[config.mk]
export PLATFORM = sky130hd
export DESIGN_NAME = seqdet_step_controller_flat
export DESIGN_NICKNAME = d
export VERILOG_FILES = /design/src/rtl/seqdet_step_if.sv /design/src/rtl/seqdet_step_controller.sv /design/src/flat_wrapper.sv
export SDC_FILE = /design/constraint.sdc
export NUM_CORES = 1
export LEC_CHECK = 0
export ABC_CLOCK_PERIOD_IN_PS = 2400
export CAP_MARGIN = 30
export CORE_MARGIN = 5
export CORE_UTILIZATION = 50
export DETAILED_ROUTE_END_ITERATION = 6
export GPL_TIMING_DRIVEN = 0
export PLACE_DENSITY = 0.73
export SYNTH_ARGS = -nofsm -noshare
export SYNTH_HDL_FRONTEND = slang
export SYNTH_SLANG_ARGS = --single-unit
[constraint.sdc]
create_clock -name clk -period 2.4 [get_ports clk]
set_input_delay 0.36 -clock clk [delete_from_list [all_inputs] [get_ports clk]]
set_output_delay 0.36 -clock clk [all_outputs]
set_load 0.05 [all_outputs]
[src/rtl/seqdet_step_if.sv]
// Board-side bundle between the step controller and its neighbours:
// run control and pattern in, detector drive and status out.
interface seqdet_step_if #(
    parameter int PAT_W = 16,
    parameter int CNT_W = 4
);
    localparam int LW = $clog2(PAT_W) + 1;

    logic             start;
    logic             abort;
    logic [PAT_W-1:0] pat_in;
    logic [LW-1:0]    len_in;
    logic             step_mode;
    logic             step_btn;
    logic             det_y;
    logic             det_x;
    logic             det_en;
    logic             busy;
    logic             done;
    logic [CNT_W-1:0] hit_cnt;
    logic [LW-1:0]    bit_idx;

    // Board side: drives run control and pattern, watches status
    modport master (
        output start, abort, pat_in, len_in, step_mode, step_btn, det_y,
        input  det_x, det_en, busy, done, hit_cnt, bit_idx
    );

    // Controller side
    modport slave (
        input  start, abort, pat_in, len_in, step_mode, step_btn, det_y,
        output det_x, det_en, busy, done, hit_cnt, bit_idx
    );
endinterface

[src/rtl/seqdet_step_controller.sv]
// Step sequencer for the bit-serial "1001" detector: latches a pattern,
// feeds it MSB-first one bit per step, strobes the detector once per step
// and counts the active-low hits it reports back.
module seqdet_step_controller #(
    parameter int DIV   = 20000000,
    parameter int PAT_W = 16,
    parameter int CNT_W = 4
) (
    input  logic          clk,
    input  logic          rst_n,
    seqdet_step_if.slave  bus
);
    localparam int LW = $clog2(PAT_W) + 1;
    localparam int PW = $clog2(DIV);

    localparam logic [1:0] IDLE   = 2'd0;
    localparam logic [1:0] SHIFT  = 2'd1;
    localparam logic [1:0] SAMPLE = 2'd2;
    localparam logic [1:0] DONE   = 2'd3;

    logic [1:0]       state_reg,   state_next;
    logic [PAT_W-1:0] pat_reg,     pat_next;
    logic [LW-1:0]    len_reg,     len_next;
    logic [LW-1:0]    bit_idx_reg, bit_idx_next;
    logic [CNT_W-1:0] hit_cnt_reg, hit_cnt_next;
    logic [PW-1:0]    presc_reg,   presc_next;
    logic             btn_q_reg;

    logic [LW-1:0]    len_eff;
    logic [LW-1:0]    bit_sel;
    logic [LW-1:0]    bit_idx_inc;
    logic             btn_edge;
    logic             presc_wrap;
    logic             step_req;
    logic             in_run;

    // Zero or oversize lengths mean "send the whole register"
    assign len_eff = (bus.len_in == '0 || bus.len_in > LW'(PAT_W)) ? LW'(PAT_W) : bus.len_in;

    // Bits go out MSB-first within the low len bits
    assign bit_sel     = len_reg - bit_idx_reg - LW'(1);
    assign bit_idx_inc = bit_idx_reg + LW'(1);

    assign btn_edge   = bus.step_btn & ~btn_q_reg;
    assign presc_wrap = (presc_reg == PW'(DIV - 1));
    assign step_req   = bus.step_mode ? btn_edge : presc_wrap;
    assign in_run     = (state_reg == SHIFT) || (state_reg == SAMPLE);

    // Outputs decoded from state; abort masks the strobe and the done pulse
    assign bus.det_x   = in_run & |(pat_reg & (PAT_W'(1) << bit_sel));
    assign bus.det_en  = (state_reg == SHIFT) & step_req & ~bus.abort;
    assign bus.busy    = in_run;
    assign bus.done    = (state_reg == DONE) & ~bus.abort;
    assign bus.hit_cnt = hit_cnt_reg;
    assign bus.bit_idx = bit_idx_reg;

    // Next-state and datapath update; abort overrides everything
    always_comb begin
        state_next   = state_reg;
        pat_next     = pat_reg;
        len_next     = len_reg;
        bit_idx_next = bit_idx_reg;
        hit_cnt_next = hit_cnt_reg;
        presc_next   = '0;

        // Prescaler only runs while a run is active in auto mode; it keeps
        // counting through SAMPLE so auto steps stay exactly DIV apart
        if (in_run && !bus.step_mode) begin
            presc_next = presc_wrap ? '0 : presc_reg + PW'(1);
        end

        case (state_reg)
            IDLE: begin
                if (bus.start) begin
                    pat_next     = bus.pat_in;
                    len_next     = len_eff;
                    bit_idx_next = '0;
                    hit_cnt_next = '0;
                    presc_next   = '0;
                    state_next   = SHIFT;
                end
            end
            SHIFT: begin
                if (step_req) begin
                    state_next = SAMPLE;
                end
            end
            SAMPLE: begin
                if (!bus.det_y && hit_cnt_reg != '1) begin
                    hit_cnt_next = hit_cnt_reg + CNT_W'(1);
                end
                bit_idx_next = bit_idx_inc;
                state_next   = (bit_idx_inc == len_reg) ? DONE : SHIFT;
            end
            default: begin
                state_next = IDLE;
            end
        endcase

        if (bus.abort) begin
            state_next   = IDLE;
            bit_idx_next = bit_idx_reg;
            hit_cnt_next = hit_cnt_reg;
            presc_next   = '0;
        end
    end

    // State registers with asynchronous clear
    always_ff @(posedge clk or negedge rst_n) begin
        if (!rst_n) begin
            state_reg   <= IDLE;
            pat_reg     <= '0;
            len_reg     <= '0;
            bit_idx_reg <= '0;
            hit_cnt_reg <= '0;
            presc_reg   <= '0;
            btn_q_reg   <= 1'b0;
        end else begin
            state_reg   <= state_next;
            pat_reg     <= pat_next;
            len_reg     <= len_next;
            bit_idx_reg <= bit_idx_next;
            hit_cnt_reg <= hit_cnt_next;
            presc_reg   <= presc_next;
            btn_q_reg   <= bus.step_btn;
        end
    end
endmodule
[src/flat_wrapper.sv]
// flat-port wrapper written by rule: the top's interface ports become plain ports
module seqdet_step_controller_flat 
#(
    parameter int DIV   = 20000000,
    parameter int PAT_W = 16,
    parameter int CNT_W = 4
)
  (clk, rst_n, bus_start, bus_abort, bus_pat_in, bus_len_in, bus_step_mode, bus_step_btn, bus_det_y, bus_det_x, bus_det_en, bus_busy, bus_done, bus_hit_cnt, bus_bit_idx);
  seqdet_step_if #(.PAT_W(PAT_W), .CNT_W(CNT_W)) bus_i ();
  input  logic clk;
  input  logic rst_n;
  input wire logic [$bits(bus_i.start)-1:0] bus_start;
  input wire logic [$bits(bus_i.abort)-1:0] bus_abort;
  input wire logic [$bits(bus_i.pat_in)-1:0] bus_pat_in;
  input wire logic [$bits(bus_i.len_in)-1:0] bus_len_in;
  input wire logic [$bits(bus_i.step_mode)-1:0] bus_step_mode;
  input wire logic [$bits(bus_i.step_btn)-1:0] bus_step_btn;
  input wire logic [$bits(bus_i.det_y)-1:0] bus_det_y;
  output wire logic [$bits(bus_i.det_x)-1:0] bus_det_x;
  output wire logic [$bits(bus_i.det_en)-1:0] bus_det_en;
  output wire logic [$bits(bus_i.busy)-1:0] bus_busy;
  output wire logic [$bits(bus_i.done)-1:0] bus_done;
  output wire logic [$bits(bus_i.hit_cnt)-1:0] bus_hit_cnt;
  output wire logic [$bits(bus_i.bit_idx)-1:0] bus_bit_idx;
  assign bus_i.start = bus_start;
  assign bus_i.abort = bus_abort;
  assign bus_i.pat_in = bus_pat_in;
  assign bus_i.len_in = bus_len_in;
  assign bus_i.step_mode = bus_step_mode;
  assign bus_i.step_btn = bus_step_btn;
  assign bus_i.det_y = bus_det_y;
  assign bus_det_x = bus_i.det_x;
  assign bus_det_en = bus_i.det_en;
  assign bus_busy = bus_i.busy;
  assign bus_done = bus_i.done;
  assign bus_hit_cnt = bus_i.hit_cnt;
  assign bus_bit_idx = bus_i.bit_idx;
  seqdet_step_controller #(.DIV(DIV), .PAT_W(PAT_W), .CNT_W(CNT_W)) u_core (.clk(clk), .rst_n(rst_n), .bus(bus_i));
endmodule
==> results.py <==
metrics = {
    "min_path": {
        "worstHoldPathCells": 3,
        "hold_start": "bus_abort",
        "hold_class": "primary input to register",
        "whs_endpoint": "u_core.state_reg[1]",
    },
    "grt": {
        "grt_pass1_wl_um": 11300,
        "grtUsageTotal_pct": 17.1,
        "grt_pass1_vias": 2431,
        "antenna_found_initial": 0,
        "grt_max_degree": 41,
        "grt_overflow": 0,
    },
    "drt": {
        "wl_per_cell_um": 14.5,
        "drt_wl_total_um": 6440,
        "drt_iter0_drc": 50,
        "vias": 2395,
        "viasPerCell": 5.39,
        "postRouteAntennaNets": 0,
        "drcViolationCount": 0,
        "dr.pass1.iters": 4,
    },
    "sta": {
        "finalSetupTns_ns": -0.601,
        "period_minus_slack_ns": 3.00,
        "slew_headroom_pct": 58.8,
        "max_clock_freq_ghz": 0.333,
        "finalSetupViolations": 1,
        "finalMaxSlewViolations": 0,
        "hold_violations": 0,
        "tightest_slew_ns": 0.612,
        "setup_slack_ns": -0.601,
        "grt_setup_unrepaired": "true",
        "fin_skew_ns": 0.00756,
        "finalCritPeriodShare_pct": 125,
    },
    "worst_setup_path": {
        "r2r-end": "u_core.pat_reg[4]",
        "critPathKind": "register to output pin",
        "cp-end-kind": "output pin",
        "startpoint_type": "register",
        "required_ns": 2.04,
        "rr_worst_depth": 6,
        "rrSetupSlack_ns": 0.16,
        "worstPathArrival_ns": 2.64,
        "reg2reg_from": "u_core.state_reg[0]",
        "path_max_fanout": 3,
    },
    "run_status": {
        "outcome": "complete, but fails checks",
        "violations": "setup timing",
    },
    "finish": {
        "drive_gt1_share_pct": 19.9,
        "n_antenna_cell": 0,
        "fin_cells": 444,
        "area_delta_synth_final_pct": 25.2,
        "largest_reg_flops": 25,
        "final_common_cell": "dfrtp_1",
        "layout_common_cells": "54 x dfrtp_1, 37 x nor2_1, 35 x clkdlybuf4s50_1",
        "nNetsFinal": 404,
        "final_util_pct": 63.9,
    },
    "logic_synthesis": {
        "netlist_area_um2": 3220,
        "synthFlopType": "dfrtp_1",
        "synth_area_leaders": "dfrtp_1 45%, mux2_2 6.3%, xor2_1 6.0%",
        "async_reset_ff_share_pct": 100,
        "synth_edf_count": 0,
        "yosysTopAreaCell": "dfrtp_1",
        "syn_avg_cell_area_um2": 10.6,
        "netlist.area_leader.share_pct": 45.1,
        "yosys_warnings": 0,
        "seq_area_frac_synth_pct": 45.1,
        "synth_seq_cells": 58,
        "syn_nets": 347,
        "synthCells": 305,
        "synth_cell_types": 44,
    },
    "clock_tree": {
        "numCtsBuffers": 9,
        "clk_pin_slew_ns": 0.07,
        "htree_levels": 3,
        "tritoncts": "yes",
        "insertion_delay_ns": 0.34,
        "clock_sinks": 58,
        "cts-root-buf": "clkbuf_8",
        "clock_path_buffers": 2,
    },
    "power": {
        "power.leakage_uw": 0.00174,
        "power_uw": 4040,
        "power_density_nw_per_um2": 1000,
        "ir_worst_vdd_uv": 726,
    },
    "placement": {
        "place_congestion": 0.793,
        "io_buffers": 39,
        "dp_hpwl_um": 4690,
        "placedCellCount": 422,
    },
    "floorplanning": {
        "core-area_um2": 6310,
        "die_h_um": 90.3,
        "io_pins": 41,
        "start_util_pct": 51.0,
        "die-area_um2": 8150,
        "fp.dieW_um": 90.3,
        "num_rows": 29,
    },
    "job": {
        "maxCapViolations": 0,
    },
}
-- kinds of logic after synthesis --
kind of cell / synth area share [%]
simple gates: 20.3
flops: 45.1
xor+xnor: 9.25
compound gates: 7.34
buf+inv: 3.38
mux: 9.01
fa+ha+maj: 5.67
-- cell type report --
cell class	count	area, um^2
Timing Repair Buffer	47	465
Clock inverter	2	10.0
Inverter	15	56.3
Tap cell	77	96.3
Buffer	10	48.8
Clock buffer	14	173
Sequential cell	58	1460
Fill cell	515	2280
Multi-Input combinational cell	221	1730
-- per-layer routing --
layer	GRT usage (%)	vias up	part of all wire, %	wire length, um
met5	0	-	0	0
met4	6.08	0	1.4	87
met3	5.75	8	4.4	286
met2	27.4	33	49	3160
met1	21.6	1182	45	2910
li1	-	1172	-	-
-- worst max-delay path by stage --
stage,startpoint,end,slack (ns)
floorplan,u_core.bus.bit_idx[0],bus_det_x,-0.29
global placement,rst_n,u_core.bus.bit_idx[2],-1.08
detailed placement,u_core.bus.bit_idx[0],bus_det_x,-0.95
CTS,u_core.bus.bit_idx[0],bus_det_x,-0.62
global route,u_core.bus.bit_idx[0],bus_det_x,-0.72
finish,u_core.bus.bit_idx[0],bus_det_x,-0.60
-- Yosys cell counts (all sizes together), types with 3 or more instances --
cell type,n
dfrtp,58
clkbuf,6
mux4,3
mux2,18
a22o,5
nor3,6
ha,13
nor2,37
and3,6
nand2b,8
a21o,5
nand4,10
inv,15
xnor2,12
o21ai,11
nor2b,3
buf,5
a21oi,6
nor4,4
xor2,22
nand2,21
nand3,12
-- where the power goes --
part / internal, uW / switching (uW) / total (uW)
logic: 932 / 904 / 1840
clock network: 457 / 378 / 834
registers: 1200 / 174 / 1370
-- through the flow --
stage          setup WS (ns)  cell area (um^2)  hold WS (ns)
5_1_grt               -0.724              4030         0.434
4_1_cts               -0.622              4000         0.432
3_3_place_gp           -1.08              3750         0.478
3_5_place_dp          -0.948              3770         0.341
6_report              -0.601              4030         0.432
2_1_floorplan         -0.288              3270        0.0644
-- worst max-delay path, cell delays in order (launching register included) --
cell and delay, ns:
dfrtp_2 0.41, inv_2 0.07, ha_4 0.13, inv_2 0.03, fa_2 0.38, xnor2_4 0.19, buf_6 0.14, mux4_2 0.50
nand3_2 0.07, and4_4 0.24, buf_8 0.14
-- repair_timing --
item	4_1_cts	5_1_grt
setup endpoints to repair	3	2
buffers inserted	3	3
endpoints found under the hold margin	18	0
pin swaps	4	2
hold buffers	1	0
gates resized for setup	18	4
(Power assumes the default switching activity.)
